[src/rtl/bs_arbiter.sv]
`default_nettype none
// +----------------------------------------------------------------------------+
// | bs_arbiter: round-robin front end sharing one binary-search engine         |
// | Optional watchdog/recover path: define BS_ARB_TIMEOUT_EN.      Rev 1.0     |
// +----------------------------------------------------------------------------+
module bs_arbiter #(
  parameter int NREQ    = 4,
  parameter int DATA_W  = 8,
  parameter int LOC_W   = 5,
  parameter int TIMEOUT = 64
) (
  input  logic                   clk,
  input  logic                   Reset,
  input  logic [NREQ-1:0]        req_valid,
  input  logic [NREQ*DATA_W-1:0] req_key,
  output logic [NREQ-1:0]        req_ready,
  output logic [NREQ-1:0]        resp_valid,
  input  logic [NREQ-1:0]        resp_ready,
  output logic                   resp_found,
  output logic [LOC_W-1:0]       resp_loc,
  output logic                   resp_timeout,
  output logic [DATA_W-1:0]      eng_A,
  output logic                   eng_Start,
  output logic                   eng_Reset,
  input  logic                   eng_Done,
  input  logic                   eng_Found,
  input  logic [LOC_W-1:0]       eng_Loc
);

  localparam int IDX_W = (NREQ > 1) ? $clog2(NREQ) : 1;

  typedef enum logic [1:0] {
    S_IDLE    = 2'd0,
    S_SEARCH  = 2'd1,
    S_RESP    = 2'd2,
    S_RECOVER = 2'd3
  } state_t;

  state_t            r_state;
  state_t            w_next;
  logic [IDX_W-1:0]  r_owner;
  logic [IDX_W-1:0]  r_last;
  logic [IDX_W-1:0]  w_gnt_idx;
  logic [IDX_W-1:0]  w_cand;
  logic              w_any;
  logic [DATA_W-1:0] r_eng_a;
  logic              r_found;
  logic [LOC_W-1:0]  r_loc;

  // Scan from last_owner+NREQ down to last_owner+1; the final hit wins, so the
  // requester right after the previous owner has top priority.
  always_comb begin
    w_any     = 1'b0;
    w_gnt_idx = '0;
    w_cand    = '0;
    for (int k = NREQ; k >= 1; k--) begin
      w_cand = IDX_W'((int'(r_last) + k) % NREQ);
      if (req_valid[w_cand]) begin
        w_any     = 1'b1;
        w_gnt_idx = w_cand;
      end
    end
  end

  always_comb begin
    req_ready = '0;
    if (r_state == S_IDLE && !Reset && w_any) begin
      req_ready[w_gnt_idx] = 1'b1;
    end
  end

  always_comb begin
    resp_valid = '0;
    if (r_state == S_RESP) begin
      resp_valid[r_owner] = 1'b1;
    end
  end

`ifdef BS_ARB_TIMEOUT_EN
  localparam int WD_W = $clog2(TIMEOUT + 1);

  logic [WD_W-1:0] r_wdog;
  logic            r_rcnt;
  logic            r_tmo;

  always_ff @(posedge clk or posedge Reset) begin
    if (Reset) begin
      r_wdog <= '0;
      r_rcnt <= 1'b0;
    end else begin
      r_wdog <= (r_state == S_SEARCH) ? r_wdog + 1'b1 : '0;
      r_rcnt <= (r_state == S_RECOVER) ? ~r_rcnt : 1'b0;
    end
  end

  assign resp_timeout = r_tmo;
`else
  localparam int c_unused_timeout = TIMEOUT;

  assign resp_timeout = 1'b0;
`endif

  always_comb begin
    w_next = r_state;
    case (r_state)
      S_IDLE: begin
        if (w_any) w_next = S_SEARCH;
      end
      S_SEARCH: begin
        if (eng_Done) begin
          w_next = S_RESP;
`ifdef BS_ARB_TIMEOUT_EN
        end else if (r_wdog == WD_W'(TIMEOUT - 1)) begin
          w_next = S_RECOVER;
`endif
        end
      end
      S_RESP: begin
        if (resp_ready[r_owner] && !eng_Done) w_next = S_IDLE;
      end
      S_RECOVER: begin
`ifdef BS_ARB_TIMEOUT_EN
        if (r_rcnt) w_next = S_RESP;
`else
        w_next = S_IDLE;
`endif
      end
      default: w_next = S_IDLE;
    endcase
  end

  always_ff @(posedge clk or posedge Reset) begin
    if (Reset) begin
      r_state <= S_IDLE;
      r_owner <= '0;
      r_last  <= IDX_W'(NREQ - 1);
      r_eng_a <= '0;
      r_found <= 1'b0;
      r_loc   <= '0;
`ifdef BS_ARB_TIMEOUT_EN
      r_tmo   <= 1'b0;
`endif
    end else begin
      r_state <= w_next;
      case (r_state)
        S_IDLE: begin
          if (w_any) begin
            r_owner <= w_gnt_idx;
            r_last  <= w_gnt_idx;
            r_eng_a <= req_key[int'(w_gnt_idx)*DATA_W +: DATA_W];
          end
        end
        S_SEARCH: begin
          if (eng_Done) begin
            r_found <= eng_Found;
            r_loc   <= eng_Found ? eng_Loc : '0;
`ifdef BS_ARB_TIMEOUT_EN
            r_tmo   <= 1'b0;
`endif
          end
        end
`ifdef BS_ARB_TIMEOUT_EN
        S_RECOVER: begin
          r_found <= 1'b0;
          r_loc   <= '0;
          r_tmo   <= 1'b1;
        end
`endif
        default: ;
      endcase
    end
  end

  assign eng_A      = r_eng_a;
  assign eng_Start  = (r_state == S_SEARCH);
  assign eng_Reset  = Reset | (r_state == S_RECOVER);
  assign resp_found = r_found;
  assign resp_loc   = r_loc;

endmodule
`default_nettype wire

[config.mk]
export PLATFORM = sky130hd
export DESIGN_NAME = bs_arbiter
export DESIGN_NICKNAME = d
export VERILOG_FILES = /design/src/rtl/bs_arbiter.sv
export SDC_FILE = /design/constraint.sdc
export NUM_CORES = 1
export LEC_CHECK = 0
export BUFFER_PORTS_ARGS = -buffer_cell sky130_fd_sc_hd__buf_2
export CORE_UTILIZATION = 47
export DETAILED_ROUTE_END_ITERATION = 16
export PLACE_DENSITY = 0.94
export SYNTH_ARGS = -nofsm -noshare
export SYNTH_HDL_FRONTEND = slang
export SYNTH_SLANG_ARGS = --single-unit
export TNS_END_PERCENT = 1
[constraint.sdc]
create_clock -name clk -period 4.5 [get_ports clk]
set_input_delay 0.45 -clock clk [delete_from_list [all_inputs] [get_ports clk]]
set_output_delay 0.45 -clock clk [all_outputs]
set_load 0.02 [all_outputs]
**After elaboration in Yosys (flattened, before gate mapping)**

Cells that the tools add are included.

- Add/subtract/negate cells: 4
- $mul: 0
- Divide/modulo/power cells: 0
- Order comparisons: 8
- Eq/ne operators: 6
- Shift operators: 1
- Mux-type cells: 29
- Bitwise operators: 1
- Reductions and logical operators: 11

Operators with widths:

| cell | count |
|---|---|
| variable part select 32 x 6 -> 8 bit | 1 |
| less-than comparator 2 x 3 -> 1 bit, second input constant | 6 |
| two-way mux 2 bit | 7 |
| two-way mux 1 bit | 11 |
| binary-select mux 1 bit (select 2 bit) | 5 |
| two-way mux 4 bit | 2 |
| one-hot mux 2 bit (4 select lines) | 1 |
| logical AND 1 bit | 5 |
| two-way mux 5 bit | 1 |
| adder 2 x 1 -> 2 bit, second input constant | 2 |
| adder 2 bit, second input constant | 2 |
| demux 1 bit (select 2 bit) | 2 |
| equality test 2 bit, second input constant | 2 |
| >= comparator 2 x 1 -> 1 bit, second input constant | 2 |
| inequality test 2 x 1 -> 1 bit, second input constant | 2 |
| AND reduction 2 bit | 2 |
| AND reduction 3 bit | 1 |
| equality test 2 x 1 -> 1 bit, second input constant | 1 |
| zero test 1 bit | 2 |
| zero test 2 bit | 1 |
| inequality test 2 bit, second input constant | 1 |
| OR 1 bit | 1 |

- Bits in registers: 20
- Latch bits: 0
- RAM bits: 0
- ROM bits: 0
- Input bits: 49
- Output and inout bits: 25
- Word-level logic and storage cells: 66
- Memories: 0

**Longest topological paths before layout**

- Word-level depth: 12
- Mapped depth: 7
- Mapped depth without buffers: 5

**Least setup slack after synthesis**

No wires, ideal clock.

- Path kind: input-to-output
- Start: input req_valid[1]
- End: output req_ready[3]
- Data arrival time: 1.945 ns
- Data required time: 4.050 ns
- Path slack: 2.105 ns
- Stages: 6
- Path buffers: 2
- Cell sequence: nor2b_1 > o21ai_4 > and3_1 > buf_4 > buf_4 > nor4_1

- Longest elaborated chain between the ends: 11
- Elaborated cells on any way between the ends: 23
- Those cells by class: 2 x order compare; 19 x mux; 2 x reduce/logical

Ends and longest elaborated chain:

| item | line | source |
|---|---|---|
| from (decl) | 14 | `input logic [NREQ-1:0] req_valid,` |
| binary-select mux 1 bit (select 2 bit) | 58 | `if (req_valid[w_cand]) begin` |
| two-way mux 1 bit (implied by the code) | 58 |  |
| two-way mux 2 bit (4 in a row) | 58 |  |
| less-than comparator 2 x 3 -> 1 bit (implied by the code) or >= comparator 2 x 1 -> 1 bit (tied branches) | 68 | `req_ready[w_gnt_idx] = 1'b1;` |
| logical AND 1 bit (implied by the code) | 68 |  |
| two-way mux 1 bit (implied by the code) | 68 |  |
| demux 1 bit (select 2 bit) | 68 |  |
| two-way mux 4 bit (*) | 67 | `if (r_state == S_IDLE && !Reset && w_any) begin` |
| to (decl) | 16 | `output logic [NREQ-1:0] req_ready,` |

Every way passes the cells marked *; elsewhere a longest branch is shown, timed or not. The select of a mux whose other input is x is not followed.

**Final worst setup path**

- Start: register r_last[1]
- End: output req_ready[2]

- Longest elaborated chain between the ends: 12
- Elaborated cells on any way between the ends: 27
- Those cells by class: 4 x add/sub; 2 x order compare; 19 x mux; 2 x reduce/logical

Ends and longest elaborated chain:

| item | line | source |
|---|---|---|
| from (decl) | 42 | `logic [IDX_W-1:0] r_last;` |
| from (signal assigned) | 136 | `r_last <= IDX_W'(NREQ - 1);` |
| from (signal assigned) | 149 | `r_last <= w_gnt_idx;` |
| adder 2 x 1 -> 2 bit | 57 | `w_cand = IDX_W'((int'(r_last) + k) % NREQ);` |
| binary-select mux 1 bit (select 2 bit) | 58 |  |
| two-way mux 1 bit (implied by the code) | 58 |  |
| two-way mux 2 bit (4 in a row) | 58 |  |
| less-than comparator 2 x 3 -> 1 bit (implied by the code) or >= comparator 2 x 1 -> 1 bit (tied branches) | 68 |  |
| logical AND 1 bit (implied by the code) | 68 |  |
| two-way mux 1 bit (implied by the code) | 68 |  |
| demux 1 bit (select 2 bit) | 68 |  |
| two-way mux 4 bit (*) | 67 |  |

Marks and branches as above.

==> impl_metrics.toml <==
[global_route]
grt_pass1_vias = 1169
grt_max_degree = 23
grt_use_total_pct = 22.97
antenna_found_initial = 0
grt_overflow = 0
grt_pass1_wl_um = 4843

[clocking]
cts_tree = "done"
cts_buffers = 3
clockRootBuffer = "clkbuf_4"
clock_path_buffers = 2
cts_setup_buffers = 0
htreeDepth = 1
cts-hold-fix-buffers = 0
clk_pin_slew_worst_paths_ns = 0.12
clk_latency_ns = 0.30
clock_sinks = 20
cts_resized = 0

[power_and_ir_drop]
p_leak_nw = 0.8722
switchingPower_w = 0.0004801
ir_worst_vdd_mv = 0.4528
p_total_w = 0.001077
powerDensity_mw_per_mm2 = 627.7
combPwrFrac_pct = 55.1
power_frac_seq_pct = 31.2
clkPwrFrac_pct = 13.8
p_sw_share_pct = 44.59
power.internal_w = 0.0005966

[critical_path]
cp-start-kind = "flop"
cp_slowest_cell = "nor2_1"
crit_type = "flop to output pin"
cp_max_fo = 11
worstSetupEndpointType = "output pin"
critPathRequiredTime_ns = 4.05
worstPathArrival_ns = 2.35
crit_chain = "or3b_1 -> o311ai_2 -> nor2_1 -> and3_1 -> buf_2"
max_stage_delay_ns = 0.75
ff2ff_path_depth = 6

[synth]
synthFlopType = "dfrtp_1"
synth_top_cell_by_area = "dfrtp_1"
yosysUniqueCellTypes = 33
synth_edf_count = 0
synth_top_area_share_pct = 34.52
syn_nets = 185
synth-warning-count = 0
ys_async_sr_fraction_pct = 100.0
ys_ff_latch = 20
syn_area_mm2 = 0.001305
ys_top_cells_by_area = "dfrtp_1 (35%), a211oi_2 (12%), mux2i_1 (6.1%)"
synth_most_common_cell = "dfrtp_1"
synthTopCellsByCount = "dfrtp_1 (18), nand2_1 (14), nor2_1 (14)"
synthCells = 136
seq_area_frac_synth_pct = 38.54
synth_area_per_cell_um2 = 9.596

[drt]
firstDrtPassIters = 5
drtIter0Drc = 23
drt-total-wl_um = 3100
drtAntennaViolNets = 0
num_vias = 1259
wl_per_cell_um = 13.08
via_per_inst = 5.312
route.detailed.drc = 0

[floorplan]
io_pins = 74
die_w_um = 54.70
start_util_pct = 51.28
die_area_mm2 = 0.002992
fp.dieH_um = 54.70
core_mm2 = 0.002545
rows = 18

[sta]
setup_viol = 0
hold_violations = 0
period_minus_slack_ns = 2.802
finalClockSkew_ns = 0.001903
slew_violations = 0
tightest_slew_ns = 0.9565
rsz0062_at_grt = "false"
period_share_pct = 62.27
max_freq_ghz = 0.3568
slew_headroom_pct = 36.00
timing.setup.tns_ns = 0

[status]
outcome = "finished, final reports clean"

[worst_hold_path]
hold_path_class = "input port to asynchronous set/reset pin"

[final_layout]
nFillCells = 237
num-nets-final = 257
regArea_um2 = 503.0
area_growth_pct = 31.45
antenna_cells = 0
multi_input_area_um2 = 705.7
layout-drive-gt1-share_pct = 47.83

[run]
cap_violations = 0

[place]
numPortBuffers = 72
dpl.hpwl_um = 2474
finalWeightedCongestion = 0.7456
==> metal layers <==
metal  vias up  wire, um  global-route usage [%]
li1        626         -                       -
met1       574      1335                   27.59
met2        53      1530                   40.36
met3         6       183                   3.611
met4         0        51                   8.974
met5         -         0                       0
==> logic make-up (layout without fill, tap and decap cells) <==
| logic type | after synthesis | count (layout) | share of synthesized area [%] |
|---|---|---|---|
| buf+inv | 18 | 89 | 7.382 |
| simple gates | 46 | 46 | 17.45 |
| flops | 20 | 20 | 38.54 |
| mux | 10 | 10 | 8.725 |
| compound gates | 41 | 41 | 27.61 |
| other cells | 1 | 1 | 0.2874 |
==> cell type report <==
type | count | share of cell area, %
clock buffer | 3 | 1.313
timing repair buffer | 74 | 21.88
multi-input combinational | 98 | 41.14
clock inverter | 1 | 1.751
sequential | 20 | 29.32
inverter | 11 | 2.407
tap | 30 | 2.188
==> worst paths after layout <==
kind                        startpoint  slack [ns]           end
setup / recovery             r_last[1]        1.70  req_ready[2]
hold / removal                   Reset        0.30      eng_A[6]
setup reg to reg             r_last[0]        2.44      eng_A[5]
hold reg to reg            resp_loc[3]        0.50   resp_loc[3]
max in group asynchronous        Reset        3.72   resp_loc[2]
min in group clk              eng_Done        0.36    r_state[0]
==> sequential cells by signal, indices dropped and copies added, names as in the netlist <==
| name | count |
|---|---|
| r_last | 2 |
| r_owner | 2 |
| r_state | 2 |
| resp_found | 1 |
| resp_loc | 5 |
| eng_A | 8 |
==> cell usage in the layout (no fill, tap or decap) <==
| master | count |
|---|---|
| a211o_1 | 1 |
| a211oi_1 | 5 |
| a211oi_2 | 12 |
| a21o_1 | 2 |
| a21oi_1 | 2 |
| a31oi_1 | 8 |
| and3_1 | 2 |
| and4b_1 | 1 |
| buf_2 | 72 |
| buf_4 | 2 |
| bufinv_16 | 1 |
| clkbuf_4 | 3 |
| conb_1 | 1 |
| dfrtp_1 | 18 |
| dfstp_2 | 2 |
| inv_1 | 11 |
| mux2_2 | 1 |
| mux2i_1 | 8 |
| mux4_2 | 1 |
| nand2_1 | 14 |
| nand2b_1 | 2 |
| nor2_1 | 14 |
| nor2b_1 | 4 |
| nor2b_2 | 1 |
| nor3_1 | 2 |
| nor3b_1 | 3 |
| nor4_1 | 1 |
| o21ai_0 | 1 |
| o21ai_1 | 7 |
| o21ai_4 | 2 |
| o311ai_2 | 1 |
| or2_2 | 1 |
| or3b_1 | 1 |
==> worst max-delay path: cells and delay by family (launching register included) <==
kind | cells | cell delay, ns
AO/OA/AOI/OAI | 1 | 0.13
AND/OR/NAND/NOR | 3 | 1.16
flip-flops | 1 | 0.59
buffers and inverters | 1 | 0.16
==> metrics by stage <==
step | instances | util (%) | hold slack (ns) | setup WS (ns) | area (um^2)
detailed placement | 233 | 65.34 | 0.4817 | 1.860 | 1663
CTS | 237 | 67.40 | 0.3230 | 1.707 | 1715
global placement | 233 | 65.34 | 0.4677 | 1.899 | 1663
floorplan | 136 | - | 0.4259 | 2.105 | 1305
global route | 237 | 67.40 | 0.3673 | 1.598 | 1715
finish | 237 | 67.40 | 0.3042 | 1.698 | 1715
==> power by group through the flow <==
stage	clock [W]	sequential, W	combinational (W)
floorplan	0	0.000398	0.000389
global placement	0	0.000336	0.000581
detailed placement	0	0.000339	0.000596
CTS	0.000151	0.000335	0.000598
global route	0.000158	0.000349	0.000650
finish	0.000148	0.000335	0.000593
(Power assumes the default switching activity.)
